## src/rtl/timer_bank.sv

```systemverilog
// timer_bank: NCH independent cyclic/one-shot timers sharing one prescaler.
//   clk, rst (async, active-high)
//   cnt_acc   [NCH*WIDTH] per-channel preset, channel i at [i*WIDTH +: WIDTH]
//   mode      [NCH] 1 = cyclic (level start), 0 = one-shot (rising-edge start)
//   cnt_start [NCH] per-channel start control
//   psc       [PSC_W] shared prescaler, one tick every psc+1 clocks
//   count_now [NCH*WIDTH] per-channel current count
//   full_r    [NCH] registered one-clock terminal pulse
//   busy      [NCH] channel running
//   tone      [NCH] toggles on every terminal event
module timer_bank #(
  parameter int WIDTH = 32,
  parameter int NCH = 4,
  parameter int PSC_W = 16
) (
  input  logic                 clk,
  input  logic                 rst,
  input  logic [NCH*WIDTH-1:0] cnt_acc,
  input  logic [NCH-1:0]       mode,
  input  logic [NCH-1:0]       cnt_start,
  input  logic [PSC_W-1:0]     psc,
  output logic [NCH*WIDTH-1:0] count_now,
  output logic [NCH-1:0]       full_r,
  output logic [NCH-1:0]       busy,
  output logic [NCH-1:0]       tone
);
  localparam logic [1:0] IDLE = 2'd0;
  localparam logic [1:0] RUN_CYC = 2'd1;
  localparam logic [1:0] RUN_ONE = 2'd2;
  logic [PSC_W-1:0] psc_q;
  logic tick;
  assign tick = psc_q == psc;
  // >= rather than == so a psc lowered below the running count wraps at once
  always_ff @(posedge clk or posedge rst)
    if (rst) psc_q <= '0;
    else psc_q <= psc_q >= psc ? '0 : psc_q + 1'b1;
  genvar i;
  generate
    for (i = 0; i < NCH; i++) begin : g_ch
      logic [1:0] state;
      logic [WIDTH-1:0] acc_q, count, acc_in;
      logic start_q, full_q, tone_q, run, go, term;
      assign acc_in = cnt_acc[i*WIDTH +: WIDTH];
      assign run = state != IDLE;
      // start_q resets to 0, so a level held through reset reads as a fresh edge
      assign go = acc_in != '0 && cnt_start[i] && (mode[i] || !start_q);
      assign term = run && tick && count == acc_q - 1'b1;
      always_ff @(posedge clk or posedge rst)
        if (rst) begin
          state <= IDLE;
          acc_q <= '0;
          count <= '0;
          start_q <= 1'b0;
          full_q <= 1'b0;
          tone_q <= 1'b0;
        end else begin
          start_q <= cnt_start[i];
          full_q <= term;
          if (term) begin
            count <= '0;
            tone_q <= ~tone_q;
            acc_q <= acc_in;
            state <= state == RUN_CYC && cnt_start[i] && acc_in != '0 ? RUN_CYC : IDLE;
          end else if (state == IDLE) begin
            if (go) begin
              acc_q <= acc_in;
              count <= '0;
              state <= mode[i] ? RUN_CYC : RUN_ONE;
            end
          end else if (state == RUN_CYC && !cnt_start[i]) begin
            state <= IDLE;
            count <= '0;
          end else if (tick) count <= count + 1'b1;
        end
      assign count_now[i*WIDTH +: WIDTH] = count;
      assign full_r[i] = full_q;
      assign busy[i] = run;
      assign tone[i] = tone_q;
    end
  endgenerate
endmodule
```

## config.mk

```make
export PLATFORM = sky130hd
export DESIGN_NAME = timer_bank
export DESIGN_NICKNAME = d
export VERILOG_FILES = /design/src/rtl/timer_bank.sv
export SDC_FILE = /design/constraint.sdc
export NUM_CORES = 1
export LEC_CHECK = 0
export CAP_MARGIN = 15
export CORE_ASPECT_RATIO = 1.5
export CORE_MARGIN = 5
export CORE_UTILIZATION = 55
export CTS_CLUSTER_SIZE = 8
export DETAILED_ROUTE_END_ITERATION = 10
export PLACE_DENSITY = 0.86
export SLEW_MARGIN = 30
export SYNTH_ARGS = -nofsm -noshare
export SYNTH_HDL_FRONTEND = slang
export SYNTH_SLANG_ARGS = --single-unit
```

## constraint.sdc

```tcl
create_clock -name clk -period 13.7 [get_ports clk]
set_input_delay 2.74 -clock clk [delete_from_list [all_inputs] [get_ports clk]]
set_output_delay 2.74 -clock clk [all_outputs]
set_load 0.02 [all_outputs]
```

==> out/results.txt, run 1 <==
outcome: complete, no violations
post-synthesis sequential area ratio: 0.394
number of global-route vias before repair: 17.1k
clock tree from TritonCTS: built
worst setup path endpoint: g_ch[0].count[19]
Die W: 160 µm
net count reported at finish: 2406
post-DP HPWL: 42100 µm
quantity of I/O buffers inserted on ports: 293
hold bufs inserted after CTS: 0
class of the tightest hold or removal check: reg2reg
Total Die Area: 37500 µm²
combinational cell fraction of total power: 0.268
area growth from synthesis to final layout: 24.0%
total vias in the final route: 16.7k
GRT Total Usage: 0.288
maximum number of pins on one net before global-route repair: 177
Post-synth EDFFs: 0
clock skew after layout: 0.0139 ns
Placed Cells: 2602
proportion of power drawn by the clock network: 0.320
leakage power figure: 9.45 nW
worst-case clock buffer depth: 3
Worst setup SP type: input pin
Initial DRC Count: 1099
drt pass-1 iters: 5
Switch Pwr: 980 µW
Total Neg Setup Slack: 0 ns
Fin. Hold Viols: 0
Async S/R FF share, synth: 1.00
sw frac: 0.339
Placer Congestion: 0.979
global route overflow: 0
capturing point of the worst reg2reg path: g_ch[0].acc_q[5]
later-pin clock latency in the skew report: 0.54 ns
setup slack of the worst register-to-register path: 9.20 ns
Reg power frac: 0.412
period utilization: 0.474
I/O pin cnt: 294
wire length per cell after detailed routing: 21.1 µm
antenna violations before repair: 0
critical path class: in2reg
cell count after synthesis: 1942
Slew @ Worst Pin: 0.892 ns
unique cell type count in the Yosys netlist: 85
remaining max-slew budget at the tightest pin: 0.400
net count after synthesis: 2121
Resize count post-CTS: 0
nature of the critical path endpoint: flip-flop
worst setup path start: psc[13]
number of levels the H-tree was split into: 2
data required time at the worst endpoint: 14.11 ns
reg-to-reg critical path startpoint: g_ch[0].acc_q[6]
total wire length after detailed routing: 56000 µm
average cell area after synthesis: 9.54 µm²
critical-path maximum fanout: 12
post-layout total power: 2.89 mW
layout cells sized above 1: 0.0754
filler instances: 2563
Post-Syn Area: 18500 µm²
antenna viol nets, final: 0
placement row count: 82
clock sink count: 292
worst supply voltage drop on vdd: 0.0000962 V
Fmax achieved: 154 MHz
CP arrival: 6.91 ns
Post-CTS Repair Setup Buffers: 0
shortest period the worst path allows: 6.50 ns
setup repair after global routing missed its margin: no
global-route wire length before repair: 89700 µm
Yosys reg bits: 292
most common flop cell mapped by yosys: sky130_fd_sc_hd__dfrtp_1
root cell of the clock tree: sky130_fd_sc_hd__clkbuf_16
vertical extent of the die: 235 µm
final std cells w/o fill: 2649
total core area: 33300 µm²
max-slew violation count: 0
initial core utilization: 0.555
Yosys warning total: 0
number of buffers created by CTS: 42
Clock transition at path regs: 0.05 ns
Reg2Reg Depth: 9
diodes inserted: 0
via density per instance: 6.29
tightest hold margin: 0.477 ns
PD cells: 126 nW/µm²
Cell Int Power: 1.91 mW
DR DRC count: 0
Max-Cap Viols: 0
Setup violations, final: 0
==> worst min path at each step <==
stage | startpoint | depth (start not counted) | endpoint
3_3_place_gp | g_ch[3].tone_q | 1 | g_ch[3].tone_q
2_1_floorplan | g_ch[2].tone_q | 1 | g_ch[2].tone_q
4_1_cts | g_ch[3].tone_q | 1 | g_ch[3].tone_q
3_5_place_dp | g_ch[3].tone_q | 1 | g_ch[3].tone_q
6_report | g_ch[3].tone_q | 1 | g_ch[3].tone_q
5_1_grt | g_ch[3].tone_q | 1 | g_ch[3].tone_q
==> logic make-up after synthesis <==
kind of cell / after synthesis / share of synthesized area
compound gates: 231 / 0.0869
fa+ha+maj: 25 / 0.0169
xor+xnor: 297 / 0.140
flops: 292 / 0.394
buf+inv: 141 / 0.0352
mux: 137 / 0.0828
simple gates: 819 / 0.243
==> cell usage in the layout, fill, tap and decap left out, types with 68 or more instances in the layout <==
master	n
sky130_fd_sc_hd__xnor2_1	173
sky130_fd_sc_hd__nor3_1	91
sky130_fd_sc_hd__nor4_1	97
sky130_fd_sc_hd__nor2_1	171
sky130_fd_sc_hd__mux2_1	74
sky130_fd_sc_hd__clkdlybuf4s50_1	293
sky130_fd_sc_hd__dfrtp_1	292
sky130_fd_sc_hd__xor2_1	124
sky130_fd_sc_hd__inv_1	69
sky130_fd_sc_hd__nand4_1	68
sky130_fd_sc_hd__nand2_1	112
==> synth_stat cells (25+ instances only) <==
cell | count | area [µm²]
sky130_fd_sc_hd__nor2_1 | 172 | 646
sky130_fd_sc_hd__a21oi_1 | 54 | 270
sky130_fd_sc_hd__mux2_1 | 74 | 833
sky130_fd_sc_hd__nand4_1 | 68 | 425
sky130_fd_sc_hd__dfrtp_1 | 292 | 7310
sky130_fd_sc_hd__or4_1 | 35 | 263
sky130_fd_sc_hd__nand3_1 | 66 | 330
sky130_fd_sc_hd__xnor2_1 | 173 | 1520
sky130_fd_sc_hd__inv_1 | 70 | 263
sky130_fd_sc_hd__nor2b_1 | 27 | 169
sky130_fd_sc_hd__nand2_1 | 113 | 424
sky130_fd_sc_hd__ha_1 | 25 | 313
sky130_fd_sc_hd__nor3_1 | 91 | 455
sky130_fd_sc_hd__xor2_1 | 124 | 1090
sky130_fd_sc_hd__clkbuf_1 | 31 | 116
sky130_fd_sc_hd__o21ai_0 | 35 | 175
sky130_fd_sc_hd__nor4_1 | 98 | 613
sky130_fd_sc_hd__mux2_2 | 56 | 631
==> metrics by stage <==
step           area [µm²]   util  setup WS (ns)
2_1_floorplan       18500      -           2.90
3_3_place_gp        21800  0.653           6.74
3_5_place_dp        21800  0.654           6.60
4_1_cts             22900  0.687           7.15
5_1_grt             23000  0.689           6.91
6_report            23000  0.689           7.20
==> cell type report <==
cell class / count / area [µm²] / share of cell area
clock buffer: 45 / 1100 / 0.0481
clock inverter: 1 / 8.76 / 0.000381
inverter: 70 / 270 / 0.0118
multi-input combinational: 1509 / 10600 / 0.463
sequential: 292 / 7310 / 0.318
tap: 420 / 526 / 0.0229
timing repair buffer: 312 / 3120 / 0.136
==> worst max-delay path, stage by stage <==
cell and delay, ns:
sky130_fd_sc_hd__clkdlybuf4s50_1 0.46, sky130_fd_sc_hd__inv_1 0.04, sky130_fd_sc_hd__ha_1 0.29, sky130_fd_sc_hd__nand4_1 0.23
sky130_fd_sc_hd__or4_1 0.88, sky130_fd_sc_hd__and2_1 0.28, sky130_fd_sc_hd__a2111oi_0 0.71, sky130_fd_sc_hd__nand4_1 0.65
sky130_fd_sc_hd__nor3_1 0.40, sky130_fd_sc_hd__xnor2_1 0.16, sky130_fd_sc_hd__nor2_1 0.05
==> registers in the layout, indices dropped and copies added (netlist names) <==
name / flops
psc_q: 16
g_ch.state: 8
g_ch.count: 128
g_ch.acc_q: 128
g_ch.start_q: 4
g_ch.tone_q: 4
g_ch.full_q: 4
==> per-layer routing <==
layer | track usage | part of all wire | vias to the layer above
li1 | - | - | 7656
met1 | 0.317 | 0.36 | 8154
met2 | 0.533 | 0.53 | 657
met3 | 0.0470 | 0.055 | 205
met4 | 0.146 | 0.057 | 0
met5 | 0 | 0 | -
==> power groups by stage <==
stage | clock network, mW | logic, mW | registers, mW
after floorplan | 0 | 0.577 | 1.13
after global placement | 0 | 0.732 | 1.19
after detailed placement | 0 | 0.761 | 1.19
after CTS | 0.942 | 0.769 | 1.18
after global routing | 0.977 | 0.857 | 1.21
final | 0.926 | 0.776 | 1.19
Power figures use the tool's default switching activity.
==> inputs of run 2 (changes only) <==
clock period = 6.7 ns   (was 13.7 ns; I/O delays follow)
==> run 2 against run 1 <==
Net effect: clock-buffer cell count down 2; first-iteration DRC count down 2.7%; non-clock buffer count up 2; worst setup slack worse by 5.7 ns; highest routed layer unchanged; total power up 100%.
==> out/results.txt, run 2 (synthesized netlist as in run 1, its figures left out) <==
capturing point of the worst reg2reg path: g_ch[0].acc_q[30]
clock tree from TritonCTS: built
Die W: 160 µm (unchanged)
Resize count post-CTS: 0 (unchanged)
number of buffers created by CTS: 42 (unchanged)
leakage power figure: 9.46 nW (+0.15%)
quantity of I/O buffers inserted on ports: 293 (unchanged)
worst setup path start: psc[14]
Post-CTS Repair Setup Buffers: 0 (unchanged)
nature of the critical path endpoint: flip-flop
Max-Cap Viols: 0 (unchanged)
Reg2Reg Depth: 9 (unchanged)
global route overflow: 0 (unchanged)
drt pass-1 iters: 5 (unchanged)
tightest hold margin: 0.473 ns (-0.00320 ns)
layout cells sized above 1: 0.0758 (+0.000415)
class of the tightest hold or removal check: reg2reg
kind of cell with the highest combined delay on the critical path: simple AND/OR/NAND/NOR gates
biggest regs: g_ch.acc_q x128, g_ch.count x128, psc_q x16
data required time at the worst endpoint: 7.11 ns (-7.00 ns)
net count reported at finish: 2408 (+0.083%)
initial core utilization: 0.555 (unchanged)
critical path class: in2reg
Total Die Area: 37500 µm² (unchanged)
post-DP HPWL: 41700 µm (-0.73%)
wire length per cell after detailed routing: 21.0 µm (-0.56%)
Placer Congestion: 0.948 (-3.2%)
GRT Total Usage: 0.290 (+0.00195)
filler instances: 2496 (-2.6%)
Slew @ Worst Pin: 0.859 ns (-0.0334 ns)
most frequent standard cell in the layout excluding fill and tap cells: sky130_fd_sc_hd__clkdlybuf4s50_1
period utilization: 0.772
root cell of the clock tree: sky130_fd_sc_hd__clkbuf_16
CP arrival: 5.58 ns (-1.33 ns)
diodes inserted: 0 (unchanged)
Fin. Hold Viols: 0 (unchanged)
setup repair after global routing missed its margin: no
max-slew violation count: 0 (unchanged)
Setup violations, final: 0 (unchanged)
remaining max-slew budget at the tightest pin: 0.413 (+0.0129)
reg-to-reg critical path startpoint: g_ch[0].acc_q[6]
total core area: 33300 µm² (unchanged)
Initial DRC Count: 1069 (-2.7%)
final core area utilization: 0.690 (+0.000938)
slowest stage delay, CP: 0.91 ns (+0.03 ns)
Clock transition at path regs: 0.05 ns (about the same)
total vias in the final route: 16.6k (-0.33%)
number of buffers and inverters on the critical path: 2 (unchanged)
later-pin clock latency in the skew report: 0.55 ns (about the same)
I/O pin cnt: 294 (unchanged)
cell mode on critical path: sky130_fd_sc_hd__nand4_1
total wire length after detailed routing: 55700 µm (-0.53%)
Hold Crit Endpoint: g_ch[1].tone_q
commonest cells after routing, fill and taps aside: sky130_fd_sc_hd__clkdlybuf4s50_1 (293), sky130_fd_sc_hd__dfrtp_1 (292), sky130_fd_sc_hd__xnor2_1 (173)
shortest period the worst path allows: 5.17 ns
outcome: complete, no violations
cells traversed along the worst timing path: clkdlybuf4s50_1 > inv_1 > ha_1 > nand4_1 > or4_1 > and2_1 > a2111oi_0 > nand4_1 > nor3_1 > xnor2_1 > nor2_1
Place WS: 1.00 ns (-5.60 ns)
area growth from synthesis to final layout: 24.1%
antenna viol nets, final: 0 (unchanged)
Fmax achieved: 193 MHz
maximum number of pins on one net before global-route repair: 162 (-8.5%)
clock sink count: 292 (unchanged)
hold bufs inserted after CTS: 0 (unchanged)
number of global-route vias before repair: 17.4k (+1.9%)
vertical extent of the die: 235 µm (unchanged)
setup slack of the worst register-to-register path: 2.18 ns (-7.02 ns)
critical-path maximum fanout: 12 (unchanged)
number of levels the H-tree was split into: 2 (unchanged)
placement row count: 82 (unchanged)
DR DRC count: 0 (unchanged)
worst-case clock buffer depth: 3 (unchanged)
worst supply voltage drop on vdd: 0.000200 V (+110%)
CP max stage cell: sky130_fd_sc_hd__or4_1
antenna violations before repair: 0 (unchanged)
global-route wire length before repair: 90600 µm (+1.1%)
worst hold start: g_ch[1].tone_q
PD cells: 258 nW/µm² (+100%)
via density per instance: 6.27 (-0.37%)
setup slack after layout: 1.53 ns (-5.67 ns)
clock skew after layout: 0.0234 ns (+0.00950 ns)
Worst setup SP type: input pin
Total Neg Setup Slack: 0 ns (unchanged)
number of stages on the worst hold path: 1 (unchanged)
[run 2: worst reg2reg max path, cell delays in order (launching register included)]
cell	delay, ns
sky130_fd_sc_hd__dfrtp_1	0.45
sky130_fd_sc_hd__or4_4	0.60
sky130_fd_sc_hd__or4_1	0.77
sky130_fd_sc_hd__or4_1	0.56
sky130_fd_sc_hd__a211o_1	0.31
sky130_fd_sc_hd__a22oi_1	0.32
sky130_fd_sc_hd__nand4_2	0.32
sky130_fd_sc_hd__o21ai_2	0.23
sky130_fd_sc_hd__buf_4	0.42
sky130_fd_sc_hd__mux2_2	0.41
[run 2: cell type report]
class                   instances  area, µm²  share of cell area
well taps                     420        526              0.0229
multi-input cells            1509      10600               0.462
inverters                      70        267              0.0116
repair buffers                314       3160               0.137
clock inverters                 2       38.8             0.00169
flip-flops and latches        292       7310               0.318
clock buffers                  43       1080              0.0468
[run 2: worst max-delay path by stage]
stage,to,cells past startpoint,slack (ns)
after CTS,g_ch[0].count[21],11,1.55
after global routing,g_ch[0].count[21],11,1.23
after floorplan,g_ch[0].acc_q[0],1,1.48
after detailed placement,g_ch[0].count[21],11,1.0
final,g_ch[0].count[21],11,1.53
after global placement,g_ch[0].count[21],11,1.17
[run 2: metal layers]
layer | track usage | routed length (µm) | share of wire
met5 | 0 | 0 | 0
met3 | 0.0558 | 3460 | 0.062
met1 | 0.323 | 20300 | 0.37
met4 | 0.144 | 2810 | 0.050
met2 | 0.527 | 29100 | 0.52
[run 2: power breakdown]
part | total, mW | internal [mW] | switching, mW
Clock | 1.90 | 1.16 | 0.738
Sequential | 2.43 | 2.02 | 0.420
Combinational | 1.59 | 0.759 | 0.836
[run 2: metrics by stage]
stage	area (µm²)	std cells	power, mW
2_1_floorplan	18500	1942	3.49
3_3_place_gp	21800	2603	3.92
3_5_place_dp	21800	2603	4.00
4_1_cts	22900	2648	5.92
5_1_grt	23000	2650	6.23
6_report	23000	2650	5.93
==> inputs of run 3 (changes only) <==
clock period = 5 ns   (was 6.7 ns; I/O delays follow)
==> run 3 against run 2 <==
Net effect: wire length is 0.40% higher; sequential cell count is the same; hold slack better by 0.011 ns; register-to-register slack lost 1.4 ns; worst setup slack worse by 1.1 ns; non-clock buffer count is 14 higher; clock skew is 0.012 ns lower; final cell count rose by 0.57%; sequential power up 35%; first-iteration DRC count shrank 3.5%; critical path type unchanged.
==> out/results.txt, run 3 (synthesized netlist as in run 1, its figures left out) <==
reg-to-reg critical path startpoint: g_ch[0].acc_q[6]
hold bufs inserted after CTS: 0 (unchanged)
Reg2Reg Depth: 9 (unchanged)
Placer Congestion: 0.961 (+1.4%)
final std cells w/o fill: 2665 (+0.57%)
total vias in the final route: 16.8k (+1.1%)
Total Neg Setup Slack: 0 ns (unchanged)
post-layout total power: 8.01 mW (+35%)
class of the tightest hold or removal check: reg2reg
number of global-route vias before repair: 17.7k (+1.7%)
clock sink count: 292 (unchanged)
Setup violations, final: 0 (unchanged)
critical path class: in2reg
diodes inserted: 0 (unchanged)
Placed Cells: 2619 (+0.61%)
Clock transition at path regs: 0.05 ns (about the same)
filler instances: 2520 (+0.96%)
DR DRC count: 0 (unchanged)
antenna violations before repair: 0 (unchanged)
clock tree from TritonCTS: built
max-slew violation count: 0 (unchanged)
outcome: complete, no violations
data required time at the worst endpoint: 5.41 ns (-1.70 ns)
Fin. Hold Viols: 0 (unchanged)
critical-path maximum fanout: 18 (+6)
cells traversed along the worst timing path: clkdlybuf4s50_1 > inv_1 > ha_1 > nand4_1 > buf_4 > nor4_4 > nand4_1 > nor4b_1 > nand4_1 > nor4_4 > a21oi_4 > buf_8 > buf_8 > mux2_1
Reg area: 7310 µm² (unchanged)
Place WS: -0.0975 ns (-1.10 ns)
quantity of I/O buffers inserted on ports: 293 (unchanged)
commonest cells after routing, fill and taps aside: sky130_fd_sc_hd__clkdlybuf4s50_1 (293), sky130_fd_sc_hd__dfrtp_1 (292), sky130_fd_sc_hd__xnor2_1 (173)
placement row count: 82 (unchanged)
I/O pin cnt: 294 (unchanged)
period utilization: 0.922
global-route wire length before repair: 91500 µm (+0.97%)
Post-CTS Repair Setup Buffers: 0 (unchanged)
root cell of the clock tree: sky130_fd_sc_hd__clkbuf_16
Resize count post-CTS: 0 (unchanged)
post-DP HPWL: 42200 µm (+0.99%)
maximum number of pins on one net before global-route repair: 115 (-29%)
initial core utilization: 0.555 (unchanged)
kind of cell with the highest combined delay on the critical path: simple AND/OR/NAND/NOR gates
slowest stage delay, CP: 0.59 ns (-0.32 ns)
PD cells: 346 nW/µm² (+34%)
area growth from synthesis to final layout: 24.9%
Fmax achieved: 217 MHz
area taken by multi-input logic gates: 10600 µm² (about the same)
GRT Total Usage: 0.293 (+0.00264)
total wire length after detailed routing: 55900 µm (+0.40%)
Total Die Area: 37500 µm² (unchanged)
placed instance area: 22000 µm² (+0.72%)
antenna viol nets, final: 0 (unchanged)
remaining max-slew budget at the tightest pin: 0.452 (+0.0393)
global route overflow: 0 (unchanged)
CP max stage cell: sky130_fd_sc_hd__nor4b_1
number of buffers and inverters on the critical path: 5 (+3)
post-route design area: 23100 µm² (+0.59%)
tightest hold margin: 0.484 ns (+0.0108 ns)
most frequent standard cell in the layout excluding fill and tap cells: sky130_fd_sc_hd__clkdlybuf4s50_1
clock skew after layout: 0.0116 ns (-0.0118 ns)
layout cells sized above 1: 0.0806 (+0.00484)
net count reported at finish: 2422 (+0.58%)
Worst setup SP type: input pin
final core area utilization: 0.694 (+0.00409)
leakage power figure: 9.54 nW (+0.86%)
wire length per cell after detailed routing: 21.0 µm (-0.16%)
CP arrival: 5.02 ns (-0.56 ns)
via density per instance: 6.30 (+0.50%)
number of buffers created by CTS: 42 (unchanged)
Max-Cap Viols: 0 (unchanged)
worst supply voltage drop on vdd: 0.000282 V (+41%)
Slew @ Worst Pin: 0.815 ns (-0.0443 ns)
later-pin clock latency in the skew report: 0.54 ns (about the same)
cell mode on critical path: sky130_fd_sc_hd__nand4_1
setup slack after layout: 0.388 ns (-1.14 ns)
setup repair after global routing missed its margin: no
nature of the critical path endpoint: flip-flop
worst-case clock buffer depth: 3 (unchanged)
vertical extent of the die: 235 µm (unchanged)
shortest period the worst path allows: 4.61 ns
critical path depth: 14 (+3)
worst setup path start: psc[15]
total core area: 33300 µm² (unchanged)
worst hold start: g_ch[1].tone_q
biggest regs: g_ch.acc_q x128, g_ch.count x128, psc_q x16
Initial DRC Count: 1032 (-3.5%)
number of levels the H-tree was split into: 2 (unchanged)
Die W: 160 µm (unchanged)
number of stages on the worst hold path: 1 (unchanged)
drt pass-1 iters: 5 (unchanged)
-- run 3: path summary, 6_finish.rpt --
check | to | slack (ns)
max in group asynchronous | g_ch[0].count[11] | 2.93
setup / recovery | g_ch[1].acc_q[23] | 0.39
setup reg to reg | g_ch[0].acc_q[9] | 0.83
hold / removal | g_ch[1].tone_q | 0.48
hold reg to reg | g_ch[1].tone_q | 0.48
min in group asynchronous | g_ch[2].count[25] | 0.96
-- run 3: layout make-up --
| type | count | share of cell area |
|---|---|---|
| Clock buffer | 45 | 0.0487 |
| Clock inverter | 1 | 0.00130 |
| Inverter | 70 | 0.0115 |
| Multi-Input combinational cell | 1509 | 0.459 |
| Sequential cell | 292 | 0.316 |
| Tap cell | 420 | 0.0227 |
| Timing Repair Buffer | 328 | 0.141 |
-- run 3: metal layers --
layer  vias to the layer above  GRT usage  share of wire
li1                       7671          -              -
met1                      8261      0.324           0.36
met2                       661      0.537           0.52
met3                       202     0.0493          0.060
met4                         0      0.150          0.054
met5                         -          0              0
-- run 3: power breakdown --
group          total (mW)  internal (mW)  switching [mW]
Combinational        2.15           1.03            1.12
Clock                2.60           1.61           0.986
Sequential           3.27           2.70           0.567
